**config.mk**
```make
export PLATFORM = sky130hd
export DESIGN_NAME = bin_to_bcd
export DESIGN_NICKNAME = d
export VERILOG_FILES = /design/src/rtl/math_pkg.sv /design/src/rtl/bcd_add3.sv /design/src/rtl/bin_to_bcd.sv
export SDC_FILE = /design/constraint.sdc
export NUM_CORES = 1
export LEC_CHECK = 0
export BUFFER_PORTS_ARGS = -buffer_cell sky130_fd_sc_hd__buf_4
export CAP_MARGIN = 20
export CORE_ASPECT_RATIO = 0.5
export CORE_MARGIN = 2
export CORE_UTILIZATION = 44
export CTS_CLUSTER_DIAMETER = 60
export DETAILED_ROUTE_END_ITERATION = 8
export GPL_ROUTABILITY_DRIVEN = 0
export GPL_TIMING_DRIVEN = 0
export PLACE_DENSITY = 0.76
export SLEW_MARGIN = 10
export SYNTH_ARGS = -nofsm -noshare
export SYNTH_HDL_FRONTEND = slang
export SYNTH_SLANG_ARGS = --single-unit
```
**constraint.sdc**
```tcl
create_clock -name clk -period 2.18 [get_ports clk]
set_clock_uncertainty 0.1 [all_clocks]
set_input_delay 0.109 -clock clk [delete_from_list [all_inputs] [get_ports clk]]
set_output_delay 0.109 -clock clk [all_outputs]
set_load 0.03 [all_outputs]
```
**src/rtl/math_pkg.sv**
```systemverilog
// Shared types and sizing helpers for the display-path arithmetic blocks.
package math_pkg;

  typedef enum logic {
    IDLE  = 1'b0,
    SHIFT = 1'b1
  } bcd_state_t;

  // Smallest digit count d with 10**d > 2**width, i.e. enough for any width-bit magnitude.
  function automatic int unsigned bcd_digits(input int unsigned width);
    longint unsigned lim;
    longint unsigned pow;
    int unsigned     d;
    lim = 64'd1 << width;
    pow = 64'd10;
    d   = 1;
    while (pow <= lim) begin
      pow = pow * 64'd10;
      d   = d + 1;
    end
    return d;
  endfunction

endpackage

```
**src/rtl/bcd_add3.sv**
```systemverilog
// Double-dabble digit corrector: adds 3 to a BCD digit of 5 or more before the shift.
module bcd_add3 (
  input  logic [3:0] digit,
  output logic [3:0] fixed
);

  always_comb begin
    fixed = digit;
    if (digit >= 4'd5) fixed = digit + 4'd3;
  end

endmodule

```
**src/rtl/bin_to_bcd.sv**
```systemverilog
// Iterative double-dabble converter: one magnitude bit per clock behind a valid/ready handshake.
module bin_to_bcd
  import math_pkg::*;
#(
  parameter int unsigned WIDTH  = 8,
  parameter int unsigned DIGITS = 3
) (
  input  logic                  clk,
  input  logic                  reset,
  input  logic                  in_valid,
  output logic                  in_ready,
  input  logic [WIDTH-1:0]      in_data,
  input  logic                  in_signed,
  output logic                  out_valid,
  output logic [4*DIGITS-1:0]   bcd,
  output logic                  negative
);

  localparam int unsigned CW = $clog2(WIDTH + 1);

  if (DIGITS < bcd_digits(WIDTH)) begin : g_digits_check
    $error("bin_to_bcd: DIGITS too small to represent every WIDTH-bit magnitude");
  end

  bcd_state_t          state;
  bcd_state_t          state_next;
  logic [WIDTH-1:0]    mag;
  logic [4*DIGITS-1:0] scratch;
  logic [4*DIGITS-1:0] scratch_adj;
  logic [4*DIGITS-1:0] scratch_shift;
  logic [CW-1:0]       cnt;
  logic                sign;
  logic                accept;
  logic                last;
  logic                in_neg;

  assign in_ready = (state == IDLE) && !reset;
  assign accept   = in_valid && in_ready;
  assign last     = (state == SHIFT) && (cnt == CW'(1));
  assign in_neg   = in_signed && in_data[WIDTH-1];

  for (genvar g = 0; g < DIGITS; g++) begin : g_add3
    bcd_add3 u_add3 (
      .digit (scratch[4*g +: 4]),
      .fixed (scratch_adj[4*g +: 4])
    );
  end

  assign scratch_shift = {scratch_adj[4*DIGITS-2:0], mag[WIDTH-1]};

  always_comb begin
    state_next = state;
    case (state)
      IDLE:    if (accept) state_next = SHIFT;
      SHIFT:   if (last)   state_next = IDLE;
      default: state_next = IDLE;
    endcase
  end

  always_ff @(posedge clk) begin
    if (reset) state <= IDLE;
    else       state <= state_next;
  end

  // Unsigned WIDTH-bit negation maps the most negative input onto itself, which is its magnitude.
  always_ff @(posedge clk) begin
    if (reset) begin
      mag       <= '0;
      scratch   <= '0;
      cnt       <= '0;
      sign      <= 1'b0;
      bcd       <= '0;
      negative  <= 1'b0;
      out_valid <= 1'b0;
    end else begin
      out_valid <= 1'b0;
      if (accept) begin
        mag     <= in_neg ? -in_data : in_data;
        sign    <= in_neg;
        scratch <= '0;
        cnt     <= CW'(WIDTH);
      end else if (state == SHIFT) begin
        scratch <= scratch_shift;
        mag     <= {mag[WIDTH-2:0], 1'b0};
        cnt     <= cnt - CW'(1);
        if (last) begin
          bcd       <= scratch_shift;
          negative  <= sign;
          out_valid <= 1'b1;
        end
      end
    end
  end

endmodule

```
# Word-level counts from Yosys, hierarchy flattened
# Cells that the tools add are included.
dict set report op_classes {
  n_mux 12
  n_bitwise 2
  reduce_logical 9
  add_sub_neg 5
  magnitude_cmp 3
  eq_ne 1
}
# op count
set ops {}
lappend ops {{$mux W8} 3}
lappend ops {{$mux W4} 4}
lappend ops {{$ge A4 B3 Y1 const B} 3}
lappend ops {{$add A4 B2 Y4 const B} 2}
lappend ops {{$neg A8 Y8} 1}
lappend ops {{$eq A4 B1 Y1 const B} 1}
lappend ops {{$logic_and A1 B1 Y1} 4}
lappend ops {{$sub A4 B1 Y4 const B} 1}
lappend ops {{$add A3 B2 Y3 const B} 1}
lappend ops {{$mux W1} 3}
lappend ops {{$mux W3} 1}
lappend ops {{$reduce_and A3 Y1} 1}
lappend ops {{$reduce_or A3 Y1} 1}
lappend ops {{$not A1 Y1} 2}
lappend ops {{$pmux W1 S2} 1}
lappend ops {{$reduce_bool A2 Y1} 1}
lappend ops {{$reduce_or A2 Y1} 1}
lappend ops {{$logic_not A1 Y1} 1}
dict set report totals {
  ff_bits 40
  wordCells 41
  inputBits 12
  out_inout_bits 15
}

# Logic depth before layout (Yosys ltp)
# Gate-level depths: netlist (run 1).
dict set report logic_depth {
  word_depth 5
  ltp_mapped 6
  mapped_depth_nobuf 6
}

# Hierarchy
# Synthesis (run 1) repeated with hierarchy kept, for this count alone.
dict set report hier_totals {
  hier_cells 236
  hier_area_um2 1985.7
}
# module seq_area_each_um2 area_per_inst_um2 cells_per_inst n_inst
set modules_own_cells {}
lappend modules_own_cells {bin_to_bcd 800.8 1681.6 188 1}
lappend modules_own_cells {bcd_add3 0.0 101.3 16 3}

# Worst setup path after synthesis (run 1)
# OpenSTA, ideal clock, no wires.
dict set report synth_path {
  path_type {reg2reg}
  start {register scratch[1]}
  end {register scratch[2]}
  required_time_ns 2.005
  path_stages_with_launch 7
  setup_ns 0.075
  path_buffers 0
  t_arrival_ns 1.388
  synth_period_minus_slack_ns 1.563
  setup_slack_ns 0.617
  path_cell_list {dfxtp_1 inv_1 ha_1 nand2b_1 a21oi_1 mux2_2 o22ai_1}
}
dict set report synth_via {
  elab_chain_len 2
  word_cells_on_any_way 3
  cone_classes {1 x add/sub; 1 x order compare; 1 x mux}
}
# element line_no
set synth_lines {}
lappend synth_lines {{start, declared} bin_to_bcd.sv:28} ;# logic [4*DIGITS-1:0] scratch;
lappend synth_lines {{start signal, assigned} bin_to_bcd.sv:83} ;# scratch <= scratch_shift;
lappend synth_lines {{$add A4 B2 Y4 / $ge A4 B3 Y1 (equally long branches)} bcd_add3.sv:9} ;# if (digit >= 4'd5) fixed = digit + 4'd3;
lappend synth_lines {{$mux W4 *} bcd_add3.sv:9}
# Every way passes the cells marked *; elsewhere a longest branch is shown, timed or not.
# A chain may end at the register's enable or synchronous reset.

# Worst setup path in the final report (run 1)
dict set report layout_path {
  start {register scratch[0]}
  end {register scratch[2]}
}
# The elaborated chain is that of the path after synthesis.

==> metrics.cfg, run 1 <==
[clock_tree]
clockBufferDepth=2
clkTransAtPathRegs_ns=0.08
cts-hold-fix-buffers=0
clk_latency_ns=0.30
cts_buffers=5
ctsResizeCount=0
h-tree-depth=2
cts_sinks=40
cts_tree=yes
cts_post_setup_buffers_inserted=0
cts-root-buf=clkbuf_8

[routing]
wirelength_um=4127
drt_pass1_iterations=4
drt_iter0_markers=87
num_vias=1638
ant_nets=0
route.detailed.drc=0
detail_route.wl_per_cell_um=13.23
viasPerCell=5.250

[layout]
n_fill_cell=413
register_area_um2=800.8
fin_nets=275
fin_area_um2=2305
diodes=0
multi_input_area_um2=1031
utilization_pct=53.11
syn_to_final_growth_pct=18.00
drive_above_1_share_pct=20.78

[yosys]
yosysTopAreaCell=dfxtp_1
async_flop_share_pct=0
syn_nets=243
synth-seq-cells=40
synth_edf_count=0
yosysUniqueCellTypes=33
synth.yosys.seq_area_share_pct=41.00
synth_cells=222
ys.warnings.count=0
synth_area_leaders=dfxtp_1 (41%), ha_1 (5.8%), nand2b_1 (5.4%)
synth.avg_cell_area_um2=8.798
synthesis.area_um2=1953
ys.flop_type=dfxtp_1
yosys.area.top_type_share_pct=41.00

[status]
outcome=completed

[job]
drv_cap=0

[floorplanning]
start_util_pct=45.01
rows=17
die_w_um=98.22
core_area_um2=4339
io_pins=27
dieArea_um2=5020
dieHeight_um=51.11

[global_routing]
overflow=0
grt_max_degree=13
track_usage_pct=17.80
grt_pass1_wl_um=6969
antenna_found_initial=0
grt_pass1_vias=1532

[setup_path]
cp.required_ns=2.31
critPathCaptureType=flop
crit_path_start_kind=flop
slowest_delay_ns=0.39
cp_cell_sequence=inv_1 > ha_1 > nand2b_1 > a21oi_1 > mux2_2 > o22ai_1
cp-startpoint=scratch[0]
path_buf_inv=1
r2r-start=scratch[0]
arrival_ns=1.87
cp_slowest_cell=mux2_2
critPathMaxFanout=5
critPathKind=reg -> reg
cpLargestDelayFamily=compound AO/OA/AOI/OAI gates

[min_path]
holdCritPathClass=in -> reg
hold_start=in_data[4]

[placement]
dpl.hpwl_um=3010
dpl-instance-area_um2=2212
portBuffers=25
post-place-ws_ns=0.4686

[sta]
period_needed_ns=1.737
whs_ns=0.03655
worstMarginPinSlew_ns=0.3521
slew_headroom_pct=76.53
finalHoldViolations=0
setup_tns_ns=0
drv_slew=0
grt_setup_unrepaired=no
setup_viol=0
layout_setup_ws_ns=0.4425
clock.fmax_mhz=575.5
period_share_pct=79.70

[power_and_ir_drop]
power.leakage_nw=0.8895
peakVddDrop_mv=0.3128
p_per_area_nw_per_um2=656.3

## routing by layer
layer / global-route usage, % / up-vias / share of wire (%)
met1: 21.77 / 763 / 47
met4: 5.023 / 0 / 0.56
li1: - / 834 / -
met2: 30.14 / 39 / 48
met3: 6.430 / 2 / 5.4
met5: 0 / - / 0
## registers in the layout (all words and copies together) (netlist names)
| register | count |
|---|---|
| scratch | 12 |
| mag | 8 |
| state | 1 |
| negative | 1 |
| bcd | 12 |
| out_valid | 1 |
| cnt | 4 |
| sign | 1 |
## area by class of cell
class | count | share of cell area [%]
clock inverters | 2 | 0.4343
multi-input cells | 157 | 44.73
flip-flops and latches | 40 | 34.74
plain buffers | 12 | 3.149
clock buffers | 6 | 3.583
well taps | 57 | 3.094
inverters | 13 | 2.117
repair buffers | 25 | 8.143
## power breakdown
group	internal [W]	switching, W	total (W)
clock network	0.000253	0.000265	0.000517
registers	0.000759	0.0000197	0.000779
logic	0.0000952	0.000121	0.000216
total	0.00111	0.000405	0.00151
## cell usage after synthesis (2+ instances only)
library cell and count:
o21ai_0 6, mux2i_1 5, ha_1 9, a211oi_1 5, o22ai_1 14, a211oi_2 2
buf_6 2, buf_2 10, a311oi_1 3, nor3b_1 4, xnor2_1 9, mux2_2 3
nand2b_1 17, a31oi_1 2, nor3_1 5, a21oi_1 17, nand3b_1 2, dfxtp_1 40
nand2_1 13, nand3_1 3, nor2_1 26, inv_1 13, xor2_1 2
## cell families after synthesis
family	Yosys count	share of synthesized area [%]
and+or+nand+nor	75	19.35
muxes	8	4.292
xor gates and xnor gates	11	4.933
adders and majority gates	9	5.766
DFF	40	41.00
AOI/OAI and AO/OA	54	18.45
buffers and inverters	25	6.214
## stage by stage
stage                     cells  power (W)
final                       312   0.001512
after global routing        312   0.001581
after CTS                   312   0.001520
after detailed placement    304   0.001011
after global placement      304   0.001005
after floorplan             222  0.0009448
## path summary, 6_finish.rpt
check | slack, ns | cells after the start | endpoint
max | 0.44 | 6 | scratch[2]
min | 0.04 | 3 | mag[4]
max reg2reg | 0.44 | 6 | scratch[2]
min reg2reg | 0.37 | 2 | mag[2]
## placed cells by master (no fill, tap or decap), types with 2 or more instances in the layout
cell type and n:
nand3b_1 2, o22ai_1 14, nand3_1 3, a211oi_2 2
dfxtp_1 40, a311oi_1 3, nor2_1 26, nor3_1 5
a31oi_1 2, nor3b_1 4, xor2_1 2, buf_6 2
nand2_1 13, inv_1 13, mux2i_1 5, a21oi_1 17
buf_4 25, clkbuf_8 6, ha_1 9, nand2b_1 17
o21ai_0 6, xnor2_1 9, clkinv_2 2, buf_2 10
a211oi_1 5, mux2_2 3
## worst reg2reg max path, delay by kind of cell (launching register included)
family	cells	cell delay [ns]
adders and majority gates	1	0.23
AOI/OAI and AO/OA	2	0.40
DFF	1	0.35
muxes	1	0.39
and+or+nand+nor	1	0.10
buffers and inverters	1	0.10
No activity file was read; power rests on OpenSTA's default activity.
==> run 2, diff against run 1 <==
Clock period 2.18 ns to 1.7 ns, I/O delays scaled along.
==> metrics.cfg, run 2 (synthesized netlist as in run 1, its figures left out) <==
[placement]
portBuffers=25
dpl-instance-area_um2=2212
dpl.hpwl_um=3010
post-place-ws_ns=-0.01144

[setup_path]
cp-startpoint=scratch[5]
critPathCaptureType=flop
critPathKind=reg -> reg
cp.required_ns=1.82
r2r-start=scratch[5]
crit_path_start_kind=flop
cp_cell_sequence=inv_1 > ha_1 > nand2b_1 > a21oi_2 > mux2_2 > o22ai_1
slowest_delay_ns=0.37
path_buf_inv=1
cpLargestDelayFamily=multiplexers
arrival_ns=1.75
cp_slowest_cell=mux2_2
critPathMaxFanout=3

[floorplanning]
start_util_pct=45.01
dieHeight_um=51.11
io_pins=27
rows=17
core_area_um2=4339
die_w_um=98.22
dieArea_um2=5020

[clock_tree]
clk_latency_ns=0.30
cts_buffers=5
h-tree-depth=2
clkTransAtPathRegs_ns=0.08
cts-root-buf=clkbuf_8
cts_tree=yes
cts_sinks=40
clockBufferDepth=2

[routing]
drt_iter0_markers=80
ant_nets=0
wirelength_um=4182
viasPerCell=5.185
drt_pass1_iterations=4
detail_route.wl_per_cell_um=13.32
num_vias=1628
route.detailed.drc=0

[global_routing]
grt_pass1_vias=1533
busiest_layer=met2
grt_pass1_wl_um=7003
met3_usage_pct=6.430
grt_max_degree=13
met2_usage_pct=30.25
track_usage_pct=17.89
grtUsageMet1_pct=21.94
overflow=0
antenna_found_initial=0

[sta]
worstMarginPinSlew_ns=0.3663
slew_headroom_pct=75.58
finalHoldViolations=0
layout_setup_ws_ns=0.07587
period_share_pct=95.54
grt_setup_unrepaired=yes
period_needed_ns=1.624
setup_viol=0
clock.fmax_mhz=615.7
drv_slew=0

[layout]
fin_area_um2=2338
final_cell_mix=dfxtp_1 (40), buf_4 (27), nor2_1 (26), nand2b_1 (17)
syn_to_final_growth_pct=19.73
fin_nets=277
top_regs=bcd (12), scratch (12), mag (8)
final_common_cell=dfxtp_1
diodes=0
drive_above_1_share_pct=23.74

[power_and_ir_drop]
power.leakage_nw=0.8969
p_per_area_nw_per_um2=833.2
peakVddDrop_mv=0.4034

[job]
drv_cap=0

[min_path]
holdCritPathClass=in -> reg
hold_start=in_data[4]

[status]
outcome=completed

## run 2: tightest hold or removal path, delay by kind of cell
| family | cells | cell delay [ns] |
|---|---|---|
| XOR/XNOR | 1 | 0.11 |
| AO/OA/AOI/OAI | 1 | 0.07 |
| buffers and inverters | 1 | 0.10 |
## run 2: path summary, 6_finish.rpt
| check | to | slack [ns] | cells past startpoint |
|---|---|---|---|
| max reg2reg | bcd[6] | 0.08 | 6 |
| max | bcd[6] | 0.08 | 6 |
| min reg2reg | mag[2] | 0.37 | 2 |
| min | mag[4] | 0.01 | 3 |
## run 2: timing repair
item,in CTS,in global routing
setup endpoints to repair,2,7
resized for setup,2,4
hold buffers,0,0
pin swaps,0,2
setup buffers,0,2
## run 2: final cells by class
class / count / area [µm²]
fill: 402 / 2001
clock inverter: 2 / 10.01
buffer: 12 / 72.57
tap: 57 / 71.32
clock buffer: 6 / 82.58
multi-input combinational: 157 / 1050
timing repair buffer: 27 / 202.7
sequential: 40 / 800.8
inverter: 13 / 48.80
## run 2: per-layer routing
metal  share of wire (%)  routed length (µm)  up-vias
li1                    -                   -      838
met3                 7.2                 302        6
met2                  47                1976       42
met4                 1.3                  55        0
met5                   0                   0        -
met1                  44                1848      742
## run 2: stage by stage
step | instances | total power (W) | hold slack (ns) | setup TNS [ns] | util (%)
after floorplan | 222 | 0.001212 | 0.1740 | 0 | -
after global placement | 304 | 0.001289 | 0.3173 | 0 | 50.98
after detailed placement | 304 | 0.001297 | 0.3164 | -0.01144 | 50.98
after CTS | 312 | 0.001950 | 0.001208 | 0 | 53.29
after global routing | 314 | 0.002031 | 0.001449 | -0.003839 | 53.89
final | 314 | 0.001948 | 0.01011 | 0 | 53.89
## run 2: report_power, final
part | internal (W) | leakage, nW | switching (W)
Sequential | 0.000974 | 0.325 | 0.0000255
Combinational | 0.000124 | 0.521 | 0.000156
Clock | 0.000324 | 0.0510 | 0.000345
